### config.mk
export PLATFORM = sky130hd
export DESIGN_NAME = rcn_fifo_sync_param
export DESIGN_NICKNAME = d
export VERILOG_FILES = /design/src/rtl/rcn_pkg.sv /design/src/rtl/rcn_fifo_mem.sv /design/src/rtl/rcn_fifo_sync_param.sv
export SDC_FILE = /design/constraint.sdc
export NUM_CORES = 1
export LEC_CHECK = 0
export ABC_AREA = 1
export BUFFER_PORTS_ARGS = -buffer_cell sky130_fd_sc_hd__buf_2
export CAP_MARGIN = 20
export CORE_UTILIZATION = 62
export CTS_BUF_LIST = sky130_fd_sc_hd__clkbuf_16
export CTS_CLUSTER_SIZE = 24
export DETAILED_ROUTE_END_ITERATION = 8
export PLACE_DENSITY = 0.8
export SLEW_MARGIN = 15
export SYNTH_ARGS = -nofsm -noshare
export SYNTH_HDL_FRONTEND = slang
export SYNTH_HIERARCHICAL = 1
export SYNTH_SLANG_ARGS = --single-unit
### constraint.sdc
create_clock -name clk -period 5.25 [get_ports clk]
set_input_delay 0 -clock clk [delete_from_list [all_inputs] [get_ports clk]]
set_output_delay 0 -clock clk [all_outputs]
set_load 0.1 [all_outputs]
### src/rtl/rcn_pkg.sv
// Shared rcn word definitions used as defaults by the rcn FIFO blocks.
package rcn_pkg;

    localparam int RCN_WIDTH     = 69;
    localparam int RCN_VALID_BIT = RCN_WIDTH - 1;

    function automatic bit fifo_params_ok(input int width, input int depth_log2,
                                          input int afull_level);
        return (width >= 2) && (depth_log2 >= 1) && (depth_log2 <= 10) &&
               (afull_level >= 1) && (afull_level <= (1 << depth_log2));
    endfunction

endpackage

### src/rtl/rcn_fifo_mem.sv
// FIFO storage: synchronous write, asynchronous read, contents not reset.
module rcn_fifo_mem #(
    parameter int DATA_W = 68,
    parameter int ADDR_W = 4
) (
    input  logic              clk_i,
    input  logic              we_i,
    input  logic [ADDR_W-1:0] waddr_i,
    input  logic [DATA_W-1:0] wdata_i,
    input  logic [ADDR_W-1:0] raddr_i,
    output logic [DATA_W-1:0] rdata_o
);

    logic [DATA_W-1:0] mem_q [2**ADDR_W];

    always_ff @(posedge clk_i) begin
        if (we_i) begin
            mem_q[waddr_i] <= wdata_i;
        end
    end

    assign rdata_o = mem_q[raddr_i];

endmodule

### src/rtl/rcn_fifo_sync_param.sv
// First-word-fall-through synchronous FIFO for rcn words with sticky overflow flag.
module rcn_fifo_sync_param
    import rcn_pkg::*;
#(
    parameter int WIDTH       = RCN_WIDTH,
    parameter int DEPTH_LOG2  = 4,
    parameter int AFULL_LEVEL = (2 ** DEPTH_LOG2) - 2
) (
    input  logic                  clk,
    input  logic                  rst_n,
    input  logic [WIDTH-1:0]      rcn_in,
    input  logic                  push,
    output logic                  full,
    output logic                  afull,
    output logic [WIDTH-1:0]      rcn_out,
    input  logic                  pop,
    output logic                  empty,
    output logic [DEPTH_LOG2:0]   count,
    output logic                  ovf,
    input  logic                  ovf_clr
);

    localparam int PTR_W  = DEPTH_LOG2 + 1;
    localparam int DATA_W = WIDTH - 1;
    localparam logic [PTR_W-1:0] PTR_ONE   = PTR_W'(1);
    localparam logic [PTR_W-1:0] AFULL_CNT = PTR_W'(AFULL_LEVEL);

    if (!fifo_params_ok(WIDTH, DEPTH_LOG2, AFULL_LEVEL)) begin : g_bad_params
        $error("rcn_fifo_sync_param: illegal WIDTH/DEPTH_LOG2/AFULL_LEVEL");
    end

    logic [PTR_W-1:0]  wr_ptr_q, wr_ptr_d;
    logic [PTR_W-1:0]  rd_ptr_q, rd_ptr_d;
    logic [PTR_W-1:0]  count_q, count_d;
    logic              ovf_q, ovf_d;
    logic              full_w, empty_w, push_valid, wr_en, rd_en;
    logic [DATA_W-1:0] head_data;

    // Handshake: a push is taken when rcn_in carries its valid bit and the FIFO was
    // not full before the edge; a pop is taken when it was not empty before the edge.
    // Neither decision looks at the other request, so push/pop never cross-enable.
    assign full_w  = (wr_ptr_q[PTR_W-1] != rd_ptr_q[PTR_W-1]) &&
                     (wr_ptr_q[PTR_W-2:0] == rd_ptr_q[PTR_W-2:0]);
    assign empty_w = (wr_ptr_q == rd_ptr_q);

    assign push_valid = push & rcn_in[WIDTH-1];
    assign wr_en      = push_valid & ~full_w;
    assign rd_en      = pop & ~empty_w;

    always_comb begin
        wr_ptr_d = wr_ptr_q;
        rd_ptr_d = rd_ptr_q;
        count_d  = count_q;
        ovf_d    = ovf_q;
        if (wr_en) wr_ptr_d = wr_ptr_q + PTR_ONE;
        if (rd_en) rd_ptr_d = rd_ptr_q + PTR_ONE;
        case ({wr_en, rd_en})
            2'b10:   count_d = count_q + PTR_ONE;
            2'b01:   count_d = count_q - PTR_ONE;
            default: count_d = count_q;
        endcase
        if (ovf_clr) ovf_d = 1'b0;
        // A refused push wins over a same-cycle clear.
        if (push_valid & full_w) ovf_d = 1'b1;
    end

    always_ff @(posedge clk or negedge rst_n) begin
        if (!rst_n) begin
            wr_ptr_q <= '0;
            rd_ptr_q <= '0;
            count_q  <= '0;
            ovf_q    <= 1'b0;
        end else begin
            wr_ptr_q <= wr_ptr_d;
            rd_ptr_q <= rd_ptr_d;
            count_q  <= count_d;
            ovf_q    <= ovf_d;
        end
    end

    rcn_fifo_mem #(
        .DATA_W (DATA_W),
        .ADDR_W (DEPTH_LOG2)
    ) u_mem (
        .clk_i   (clk),
        .we_i    (wr_en),
        .waddr_i (wr_ptr_q[DEPTH_LOG2-1:0]),
        .wdata_i (rcn_in[DATA_W-1:0]),
        .raddr_i (rd_ptr_q[DEPTH_LOG2-1:0]),
        .rdata_o (head_data)
    );

    assign full    = full_w;
    assign empty   = empty_w;
    assign afull   = (count_q >= AFULL_CNT);
    assign count   = count_q;
    assign ovf     = ovf_q;
    assign rcn_out = {~empty_w, head_data};

endmodule

==> metrics <==
outcome finished, final reports clean; DRT iter0 DRCs 4501; CP max stage delay 0.85 ns; max-cap check violation count 0; Initial DRT Pass Iterations 6; syn nets 4619; WL final 115000 microns; Die Wd 279 microns; Mapped Avg Cell Area 10.5 sq um; VDD IR-drop max 0.731 mV; vias in the first global route 31900; cells along the critical path buf_12 > buf_4 > nand2_1 > nand2_1 > nand2_1 > nand3_1 > nand3_1 > nand2_1 > buf_2; Period minus WS final 4.03 ns; largest net degree at the start of global routing 170; Pwr Total 0.0309 W; worst endpoint data arrival time 4.03 ns; worst slew pin tran 1.17 ns; die span in y 279 microns; Syn Std Cell Area 0.0475 sq mm; Fin Setup TNS 0 ns; number of antenna violations at the first check in global routing 3; Initial Util 62.6%; slew margin rel. 21.7%; maximum operating frequency 248 MHz; clock sink count 1104; Port Buffers 151; Root Driver clkbuf_16; final core occ 70.1%; Worst Path Class, Setup flop to primary output; RSZ-0062 raised after global routing false; Synth cell types 27; crit path capture type primary output; vias per cell 5.59; cell family with most CP delay buffers and inverters; Mapped Cells 4538; TritonCTS buffer count 107; top-area cell type share of the netlist area 68.7%; Pleak 23.0 nW; leading area contributor after synthesis edfxtp_1; Vias 32500; area grow syn2layout 12.0%; clock skew 0.0294 ns; post-route ant nets 0; Setup crit start rd_ptr_q[0]; share of cells above drive strength 1 7.89%; Critical Path RT 5.25 ns; reg2reg setup slack 1.66 ns; floorplan core area 0.0759 sq mm; CP max FO 132; global-route wire length before repair 176000 microns; CTS max path bufs 3; total global-route track usage 29.5%; sequential share of the synthesized area 69.6%; #FFs+latches synth 1104; Buf+Inv Stages, Crit Path 3; DRC viols 0; Reg clk slew, reported paths 0.06 ns; Final Wtd Congestion 0.792; Nets 4783; startpoint types flop; Post-CTS Setup Bufs 0; top post-synthesis cells by area edfxtp_1 (69%), nand2_1 (12%), nand3_1 (8.8%); critical path's most frequent cell nand2_1; hold_sp push; GRT overflow 0; Setup violations, final 0; CP Depth 9; Power Density 581 mW/mm^2; full die area 0.0778 sq mm; fin. max-slew vios 0; R2R Path End u_mem/mem_q[12][43]; Rows 101; clock latency on the worst-skew pair 0.67 ns; Top-Level Pins 152; Slowest-stage cell, CP dfrtp_4; H-tree depth 3; synth warn 6; r2r startpoint rd_ptr_q[1]; number of failing hold endpoints at the final stage 0; Setup crit end rcn_out[41]; DR WL/cell 19.7 microns; HP Class input pin to flop; CTS tree done; DP Wirelength 58900 microns; Tcrit/Tclk final 76.8%; worst r2r path cells 9
## layout make-up
type,count,area (sq um)
sequential,1104,33100
timing repair buffer,280,2090
clock buffer,108,2700
antenna,1,2.50
multi-input combinational,2363,10200
clock inverter,87,599
fill,4978,22700
inverter,846,3210
tap,1030,1290
## flip-flops by register name (all words and copies together) (netlist names)
| register | cells |
|---|---|
| u_mem/mem_q | 1088 |
| count | 5 |
| rd_ptr_q | 5 |
| wr_ptr_q | 5 |
| ovf | 1 |
## tightest hold or removal path: stages
cell	delay (ns)
buf_2	0.09
nand2_1	0.08
o22ai_1	0.08
dlygate4sd3_1	0.55
## how the worst min path moves through the flow
stage / slack, ns / depth (start not counted) / to
3_3_place_gp: -0.05 / 1 / count[4]
4_1_cts: 0.16 / 4 / ovf
5_1_grt: 0.22 / 4 / ovf
2_1_floorplan: -0.30 / 0 / count[0]
3_5_place_dp: -0.05 / 1 / count[4]
6_report: 0.21 / 4 / ovf
## Yosys cell counts (all sizes together)
cell / count
a21oi: 1
a31o: 1
a31oi: 1
buf: 171
clkbuf: 54
dfrtp: 16
edfxtp: 1088
fa: 1
ha: 6
inv: 846
nand2: 1482
nand3: 836
nand3b: 2
nor2: 21
o21ai: 2
o22ai: 1
xnor2: 4
xor2: 5
## per-layer routing
layer / GRT usage, % / up-vias / share of wire [%]
met2: 49.2 / 1951 / 49
met3: 4.02 / 268 / 10
li1: - / 15000 / -
met1: 39.7 / 15300 / 38
met4: 11.3 / 4 / 3.3
met5: 0 / - / 0.030
## through the flow
step | hold WS (ns) | cells | instance area [sq um] | setup WS (ns)
floorplan | -0.296 | 4538 | 47500 | 0.674
global placement | -0.0454 | 5547 | 49100 | 1.74
detailed placement | -0.0471 | 5547 | 49100 | 1.72
CTS | 0.165 | 5817 | 53200 | 1.30
global route | 0.222 | 5819 | 53200 | 1.12
finish | 0.212 | 5819 | 53200 | 1.22
## cell usage in the layout, fill, tap and decap left out, types with 3 or more instances in the layout
cell type      Yosys  final
bufinv_16          0      7
buf_4             19     40
xor2_1             5      5
clkinv_1           0     29
clkinv_2           0     18
buf_2            104    151
nor2_4             2     18
xnor2_1            4      4
dfrtp_4            0      4
clkinv_8           0      3
edfxtp_1        1088   1088
dlygate4sd3_1      0     75
nand3_1          834    834
ha_1               6      6
buf_12             0     13
dfrtp_1           16     12
nor2_1            19      3
clkbuf_16          0    108
inv_1            842    867
nand2_1         1479   1479
## where the power goes
part,total (W),internal (W),leakage (nW),switching (W)
registers,0.0104,0.0101,10.0,0.000349
clock network,0.00725,0.00406,1.72,0.00319
logic,0.0132,0.00261,11.3,0.0106
## repair_timing
action,CTS,global route
endpoints found under the hold margin,1115,0
gates resized for setup,0,0
hold buffers,75,0
## logic make-up after synthesis
kind of cell | after synthesis | share of synthesized area (%)
compound gates | 6 | 0.0764
xor+xnor | 9 | 0.166
fa+ha+maj | 7 | 0.200
buf+inv | 1071 | 9.14
flops | 1104 | 69.6
simple gates | 2341 | 20.8
(Power assumes the default switching activity.)
